## src/rtl/pipe_proc_rf_if.sv

```systemverilog
// Instruction-in / result-out bundle for pipe_proc_rf.
// The slave side is the pipeline; the master side is the instruction source and result consumer.
interface pipe_proc_rf_if #(
    parameter int DW   = 8,
    parameter int NREG = 8
);
    localparam int RA = $clog2(NREG);
    localparam int IW = 3 + 3 * RA;

    logic          in_valid;
    logic          in_ready;
    logic [IW-1:0] instr;
    logic          res_valid;
    logic [DW-1:0] res;
    logic [RA-1:0] res_rd;
    logic          halted;

    modport master (
        output in_valid, instr,
        input  in_ready, res_valid, res, res_rd, halted
    );

    modport slave (
        input  in_valid, instr,
        output in_ready, res_valid, res, res_rd, halted
    );
endinterface

```

## src/rtl/pipe_proc_rf.sv

```systemverilog
// Four-stage IF/ID/EX/WB toy processor with an internal register file and full forwarding.
// Operands are resolved in ID from EX, EX/WB, then the RF, so the pipe never stalls.
module pipe_proc_rf #(
    parameter int DW   = 8,
    parameter int NREG = 8
) (
    input  logic          clk,
    input  logic          rst,
    pipe_proc_rf_if.slave bus
);
    localparam int RA = $clog2(NREG);
    localparam int IW = 3 + 3 * RA;

    localparam logic [2:0] OP_ADD  = 3'b000;
    localparam logic [2:0] OP_SUB  = 3'b001;
    localparam logic [2:0] OP_LDI  = 3'b010;
    localparam logic [2:0] OP_AND  = 3'b011;
    localparam logic [2:0] OP_OR   = 3'b100;
    localparam logic [2:0] OP_XOR  = 3'b101;
    localparam logic [2:0] OP_NOP  = 3'b110;
    localparam logic [2:0] OP_HALT = 3'b111;

    function automatic logic [DW-1:0] alu(input logic [2:0] op, input logic [DW-1:0] a,
                                          input logic [DW-1:0] b);
        case (op)
            OP_ADD:  alu = a + b;
            OP_SUB:  alu = a - b;
            OP_AND:  alu = a & b;
            OP_OR:   alu = a | b;
            OP_XOR:  alu = a ^ b;
            default: alu = b;  // LDI carries its immediate in operand b
        endcase
    endfunction

    function automatic logic writes_rf(input logic [2:0] op);
        return (op != OP_NOP) && (op != OP_HALT);
    endfunction

    function automatic logic [DW-1:0] ldi_imm(input logic [2*RA-1:0] imm);
        logic [2*RA+DW-1:0] wide;
        wide = {{DW{1'b0}}, imm};
        return wide[DW-1:0];
    endfunction

    logic          halted_q, halted_d;
    logic          vld_p0_q, vld_p0_d;
    logic [IW-1:0] instr_p0_q, instr_p0_d;
    logic          vld_p1_q, vld_p1_d;
    logic [2:0]    op_p1_q, op_p1_d;
    logic [RA-1:0] rd_p1_q, rd_p1_d;
    logic [DW-1:0] opa_p1_q, opa_p1_d, opb_p1_q, opb_p1_d;
    logic          vld_p2_q, vld_p2_d;
    logic [2:0]    op_p2_q, op_p2_d;
    logic [RA-1:0] rd_p2_q, rd_p2_d;
    logic [DW-1:0] res_p2_q, res_p2_d;
    logic          res_valid_q, res_valid_d;
    logic [DW-1:0] res_q, res_d;
    logic [RA-1:0] res_rd_q, res_rd_d;
    logic [DW-1:0] rf_q [NREG];
    logic [DW-1:0] rf_d [NREG];

    logic          accept;
    logic [2:0]    op_id;
    logic [RA-1:0] rd_id, rs1_id, rs2_id;
    logic [DW-1:0] alu_ex;
    logic          wr_ex, wr_p2;

    assign accept = bus.in_valid && !halted_q;
    assign op_id  = instr_p0_q[IW-1 -: 3];
    assign rd_id  = instr_p0_q[3*RA-1 -: RA];
    assign rs1_id = instr_p0_q[2*RA-1 -: RA];
    assign rs2_id = instr_p0_q[RA-1:0];
    assign alu_ex = alu(op_p1_q, opa_p1_q, opb_p1_q);
    assign wr_ex  = vld_p1_q && writes_rf(op_p1_q);
    assign wr_p2  = vld_p2_q && writes_rf(op_p2_q);

    always_comb begin
        halted_d   = halted_q || (accept && (bus.instr[IW-1 -: 3] == OP_HALT));
        // IF: a non-transfer cycle becomes a bubble
        vld_p0_d   = accept;
        instr_p0_d = bus.instr;
        // ID: later assignments take priority (EX over EX/WB over RF)
        vld_p1_d   = vld_p0_q;
        op_p1_d    = op_id;
        rd_p1_d    = rd_id;
        opa_p1_d   = rf_q[rs1_id];
        opb_p1_d   = rf_q[rs2_id];
        if (wr_p2 && (rd_p2_q == rs1_id)) opa_p1_d = res_p2_q;
        if (wr_p2 && (rd_p2_q == rs2_id)) opb_p1_d = res_p2_q;
        if (wr_ex && (rd_p1_q == rs1_id)) opa_p1_d = alu_ex;
        if (wr_ex && (rd_p1_q == rs2_id)) opb_p1_d = alu_ex;
        if (op_id == OP_LDI)              opb_p1_d = ldi_imm({rs1_id, rs2_id});
        // EX
        vld_p2_d   = vld_p1_q;
        op_p2_d    = op_p1_q;
        rd_p2_d    = rd_p1_q;
        res_p2_d   = alu_ex;
        // WB
        rf_d        = rf_q;
        res_valid_d = wr_p2;
        res_d       = res_q;
        res_rd_d    = res_rd_q;
        if (wr_p2) begin
            rf_d[rd_p2_q] = res_p2_q;
            res_d         = res_p2_q;
            res_rd_d      = rd_p2_q;
        end
    end

    always_ff @(posedge clk) begin
        if (rst) begin
            halted_q    <= 1'b0;
            vld_p0_q    <= 1'b0;
            vld_p1_q    <= 1'b0;
            vld_p2_q    <= 1'b0;
            res_valid_q <= 1'b0;
            res_q       <= '0;
            res_rd_q    <= '0;
            for (int i = 0; i < NREG; i++) rf_q[i] <= '0;
        end else begin
            halted_q    <= halted_d;
            vld_p0_q    <= vld_p0_d;
            vld_p1_q    <= vld_p1_d;
            vld_p2_q    <= vld_p2_d;
            res_valid_q <= res_valid_d;
            res_q       <= res_d;
            res_rd_q    <= res_rd_d;
            rf_q        <= rf_d;
        end
    end

    always_ff @(posedge clk) begin
        instr_p0_q <= instr_p0_d;
        op_p1_q    <= op_p1_d;
        rd_p1_q    <= rd_p1_d;
        opa_p1_q   <= opa_p1_d;
        opb_p1_q   <= opb_p1_d;
        op_p2_q    <= op_p2_d;
        rd_p2_q    <= rd_p2_d;
        res_p2_q   <= res_p2_d;
    end

    assign bus.in_ready  = !halted_q;
    assign bus.res_valid = res_valid_q;
    assign bus.res       = res_q;
    assign bus.res_rd    = res_rd_q;
    assign bus.halted    = halted_q;
endmodule

```

## src/flat_wrapper.sv

```systemverilog
// flat-port wrapper written by rule: the top's interface ports become plain ports
module pipe_proc_rf_flat 
#(
    parameter int DW   = 8,
    parameter int NREG = 8
)
  (clk, rst, bus_in_valid, bus_instr, bus_in_ready, bus_res_valid, bus_res, bus_res_rd, bus_halted);
  pipe_proc_rf_if #(.DW(DW), .NREG(NREG)) bus_i ();
  input  logic clk;
  input  logic rst;
  input wire logic [$bits(bus_i.in_valid)-1:0] bus_in_valid;
  input wire logic [$bits(bus_i.instr)-1:0] bus_instr;
  output wire logic [$bits(bus_i.in_ready)-1:0] bus_in_ready;
  output wire logic [$bits(bus_i.res_valid)-1:0] bus_res_valid;
  output wire logic [$bits(bus_i.res)-1:0] bus_res;
  output wire logic [$bits(bus_i.res_rd)-1:0] bus_res_rd;
  output wire logic [$bits(bus_i.halted)-1:0] bus_halted;
  assign bus_i.in_valid = bus_in_valid;
  assign bus_i.instr = bus_instr;
  assign bus_in_ready = bus_i.in_ready;
  assign bus_res_valid = bus_i.res_valid;
  assign bus_res = bus_i.res;
  assign bus_res_rd = bus_i.res_rd;
  assign bus_halted = bus_i.halted;
  pipe_proc_rf #(.DW(DW), .NREG(NREG)) u_core (.clk(clk), .rst(rst), .bus(bus_i));
endmodule
```

## config.mk

```make
export PLATFORM = sky130hd
export DESIGN_NAME = pipe_proc_rf_flat
export DESIGN_NICKNAME = d
export VERILOG_FILES = /design/src/rtl/pipe_proc_rf_if.sv /design/src/rtl/pipe_proc_rf.sv /design/src/flat_wrapper.sv
export SDC_FILE = /design/constraint.sdc
export NUM_CORES = 1
export LEC_CHECK = 0
export BUFFER_PORTS_ARGS = -buffer_cell sky130_fd_sc_hd__buf_2
export CELL_PAD_IN_SITES_DETAIL_PLACEMENT = 1
export CELL_PAD_IN_SITES_GLOBAL_PLACEMENT = 1
export CORE_MARGIN = 2
export CORE_UTILIZATION = 44
export CTS_CLUSTER_DIAMETER = 30
export DETAILED_ROUTE_END_ITERATION = 16
export HOLD_SLACK_MARGIN = 0.05
export PLACE_DENSITY_LB_ADDON = 0.3
export SYNTH_ARGS = -nofsm -noshare
export SYNTH_HDL_FRONTEND = slang
export SYNTH_SLANG_ARGS = --single-unit
```

## constraint.sdc

```tcl
create_clock -name clk -period 4.5 [get_ports clk]
set_clock_uncertainty 0.15 [all_clocks]
set_input_delay 0.9 -clock clk [delete_from_list [all_inputs] [get_ports clk]]
set_output_delay 0.9 -clock clk [all_outputs]
set_load 0.03 [all_outputs]
```

==> results.py <==
metrics = {
    "status": {
        "result_of_the_run": "complete, no violations",
    },
    "yosys": {
        "postSynthCellCount": 642,
        "synth_simple_gate_area_share_pct": 12.8,
        "compound_cell_area_share_of_the_yosys_netlist_pct": 9.55,
        "synth_mux_area_share_pct": 24.8,
        "yosys.cell_types.count": 52,
        "synthDominantCellAreaShare_pct": 39.4,
        "synth_enable_flop_cells": 0,
        "synth.cell_area_mm2": 0.00646,
        "synth_top_family_by_area": "multiplexers",
        "synth.yosys.seq_area_share_pct": 39.4,
        "syn-num-nets": 682,
        "synth_area_leaders": "sky130_fd_sc_hd__dfxtp_1 39%, sky130_fd_sc_hd__mux2i_1 13%, sky130_fd_sc_hd__mux4_2 8.7%",
        "async_s_r_ff_share_synth_pct": 0,
        "ys.warnings.count": 0,
        "post-synth-top-count-cell": "sky130_fd_sc_hd__dfxtp_1",
        "synth.cells.most_frequent": "127 x sky130_fd_sc_hd__dfxtp_1, 83 x sky130_fd_sc_hd__mux2i_1, 81 x sky130_fd_sc_hd__nor2_1",
        "synth.largest_area_cell": "sky130_fd_sc_hd__dfxtp_1",
        "post_synth_xor_area_fraction_pct": 2.96,
        "post_synth_fa_ha_maj_area_fraction_pct": 4.96,
        "commonest_register_cell_after_synthesis": "sky130_fd_sc_hd__dfxtp_1",
        "synth_area_per_cell_um2": 10.1,
        "ys_ff_latch": 127,
    },
    "floorplan": {
        "floorplan.rows": 44,
        "die_width_um": 125,
        "initial_utilization_pct": 44.8,
        "die_y_extent_um": 125,
        "io-pin-count": 29,
        "total_die_area_mm2": 0.0157,
        "placeableCoreArea_mm2": 0.0144,
    },
    "cells_and_area": {
        "fillers": 1603,
        "multiInputGateArea_mm2": 0.00359,
        "drive_gt1_share_pct": 15.4,
        "final-seq-area_mm2": 0.00254,
        "n_antenna_cell": 0,
        "syn_to_final_growth_pct": 12.6,
        "fin_nets": 690,
    },
    "placement": {
        "post-dp-hpwl_um": 12100,
        "finalWeightedCongestion": 0.888,
        "port-buffer-count": 28,
        "place_ws_ns": 1.31,
    },
    "drt": {
        "routedWlPerCell_um": 20.7,
        "detail-route-antenna-nets": 0,
        "post-route-drc-count": 0,
        "finalWirelength_um": 17500,
        "drt-pass1-iter-count": 4,
        "viasPerCell": 5.69,
        "first_iter_violations": 343,
        "via_count": 4817,
    },
    "timing": {
        "tightest_slew_ns": 1.04,
        "final-setup-viol-count": 0,
        "maxClockFrequency_mhz": 299,
        "slew_violations": 0,
        "finalCritPeriodShare_pct": 74.3,
        "setup_total_negative_slack_ns": 0,
        "post-route-min-period_ns": 3.34,
        "finalHoldViolations": 0,
        "slew_headroom_pct": 30.4,
        "rsz0062_at_grt": "false",
        "post-route-worst-setup-slack_ns": 1.16,
    },
    "grt": {
        "grt_max_degree": 50,
        "vias_in_the_first_global_route": 5164,
        "groute.layer.met1.usage_pct": 29.0,
        "wire_length_of_the_first_global_routing_pass_um": 28400,
        "global_route_usage_sum_pct": 23.2,
        "met2_resource_use_gr_pct": 38.6,
        "use_met3_pct": 4.41,
        "grt_antenna_before_repair": 0,
        "grt-busiest-layer": "met2",
        "grt_remaining_overflow": 0,
    },
    "power_and_ir_drop": {
        "power_density_mw_per_mm2": 391,
        "leakagePower_nw": 3.12,
        "post-layout-total-power_w": 0.00284,
        "vdd.ir_drop.worst_uv": 292,
    },
    "setup_path": {
        "crit_chain": "buf_4, nor2_1, nand2_1, o21ai_0, xnor2_1, ha_1, a21oi_1, o21ai_0, a21oi_1, xnor2_1, a21o_1, mux2_2",
        "worstPathBufferInverterCount": 1,
        "worstSetupPathType": "register to register",
        "crit_slowest_cell": "sky130_fd_sc_hd__nor2_1",
        "worst_path_largest_cell_delay_ns": 0.40,
        "start_kind": "register",
        "cp_max_fo": 29,
        "worstSetupEndpointType": "register",
        "critPathRequiredTime_ns": 4.66,
        "cp_data_arrival_time_ns": 3.50,
        "path_delay_family": "compound AO/OA/AOI/OAI gates",
    },
    "clock_tree": {
        "clk_root_buffer_cell": "sky130_fd_sc_hd__clkbuf_16",
        "insertion_delay_ns": 0.42,
        "cts_repair_resize_count": 0,
        "cts_inserted_buffers": 17,
        "cts_tree": "yes",
        "clk_path_buf_depth": 2,
        "clk_pin_slew_worst_paths_ns": 0.06,
        "cts.htree.levels": 4,
        "clock_sink_count": 127,
        "post-cts-setup-buffers": 0,
        "cts_hold_repair.buffers": 0,
    },
    "job": {
        "cap_viol_max_count": 0,
    },
    "min_path": {
        "min_path_type": "register to register",
    },
}
-- power by group --
group          switching [W]  internal (W)
Combinational       0.000116     0.0000925
Clock               0.000501      0.000899
Sequential         0.0000801       0.00115
Total               0.000697       0.00215
-- cell families after synthesis --
| kind of cell | Yosys count |
|---|---|
| and+or+nand+nor | 177 |
| DFF | 127 |
| muxes | 117 |
| AOI/OAI and AO/OA | 99 |
| buffers and inverters | 76 |
| adders and majority gates | 25 |
| xor gates and xnor gates | 21 |
-- path summary, 6_finish.rpt --
kind                                            from                 end  slack, ns  cells past startpoint
worst min register to register  u_core.instr_p0_q[6]   u_core.rd_p1_q[0]       0.18                      0
worst max-delay path               u_core.op_p1_q[1]  u_core.opa_p1_q[7]       1.16                     12
worst max register to register     u_core.op_p1_q[1]  u_core.opa_p1_q[7]       1.16                     12
worst min-delay path            u_core.instr_p0_q[6]   u_core.rd_p1_q[0]       0.18                      0
-- state kept, by name, indices dropped and copies added, names as in the netlist --
register and flops:
u_core.bus.res_valid 1, u_core.rd_p2_q 3, u_core.rd_p1_q 3, u_core.vld_p2_q 1, u_core.opa_p1_q 8, u_core.bus.halted 1
u_core.res_p2_q 8, u_core.rf_q 64, u_core.bus.res_rd 3, u_core.op_p2_q 2, u_core.op_p1_q 3, u_core.vld_p1_q 1
u_core.instr_p0_q 12, u_core.bus.res 8, u_core.opb_p1_q 8, u_core.vld_p0_q 1
-- stage by stage --
stage	hold slack, ns	instance area [µm²]	std cells	utilization (%)
2_1_floorplan	0.160	6460	642	-
3_3_place_gp	0.166	6670	815	46.3
6_report	0.176	7270	847	50.4
4_1_cts	0.177	7270	847	50.4
3_5_place_dp	0.163	6670	815	46.3
5_1_grt	0.185	7270	847	50.4
-- final cells by class --
class	instances	share of cell area, %
Multi-Input combinational cell	439	49.3
Sequential cell	127	35.0
Clock buffer	23	6.44
Tap cell	184	3.17
Timing Repair Buffer	37	2.86
Clock inverter	9	1.81
Inverter	28	1.45
-- layer usage --
metal  wire length [µm]  up-vias
li1                   -     2269
met5                  0        -
met2               8590       94
met3                664       27
met1               7780     2427
met4                505        0
-- cells in the final DEF (no fill, tap or decap), types with 7 or more instances in the layout --
master,synthesis,final
sky130_fd_sc_hd__mux2i_1,83,83
sky130_fd_sc_hd__nor2_1,81,81
sky130_fd_sc_hd__buf_2,17,28
sky130_fd_sc_hd__clkbuf_16,0,17
sky130_fd_sc_hd__o21ai_0,25,25
sky130_fd_sc_hd__nand2b_1,11,11
sky130_fd_sc_hd__mux4_1,7,7
sky130_fd_sc_hd__inv_1,28,28
sky130_fd_sc_hd__xnor2_1,18,18
sky130_fd_sc_hd__a21oi_1,33,33
sky130_fd_sc_hd__o211ai_1,13,13
sky130_fd_sc_hd__mux4_2,25,25
sky130_fd_sc_hd__nand2_1,57,57
sky130_fd_sc_hd__dfxtp_1,127,127
sky130_fd_sc_hd__buf_4,4,9
sky130_fd_sc_hd__ha_1,24,24
-- worst register-to-register path: cells and delay by family, from the launching register on --
kind | cells | cell delay [ns]
AO/OA/AOI/OAI | 5 | 1.11
AND/OR/NAND/NOR | 2 | 0.61
adder cells (fa/ha/maj) | 1 | 0.35
flip-flops | 1 | 0.30
multiplexers | 1 | 0.25
XOR/XNOR | 2 | 0.24
buffers and inverters | 1 | 0.22
Power figures use the tool's default switching activity.
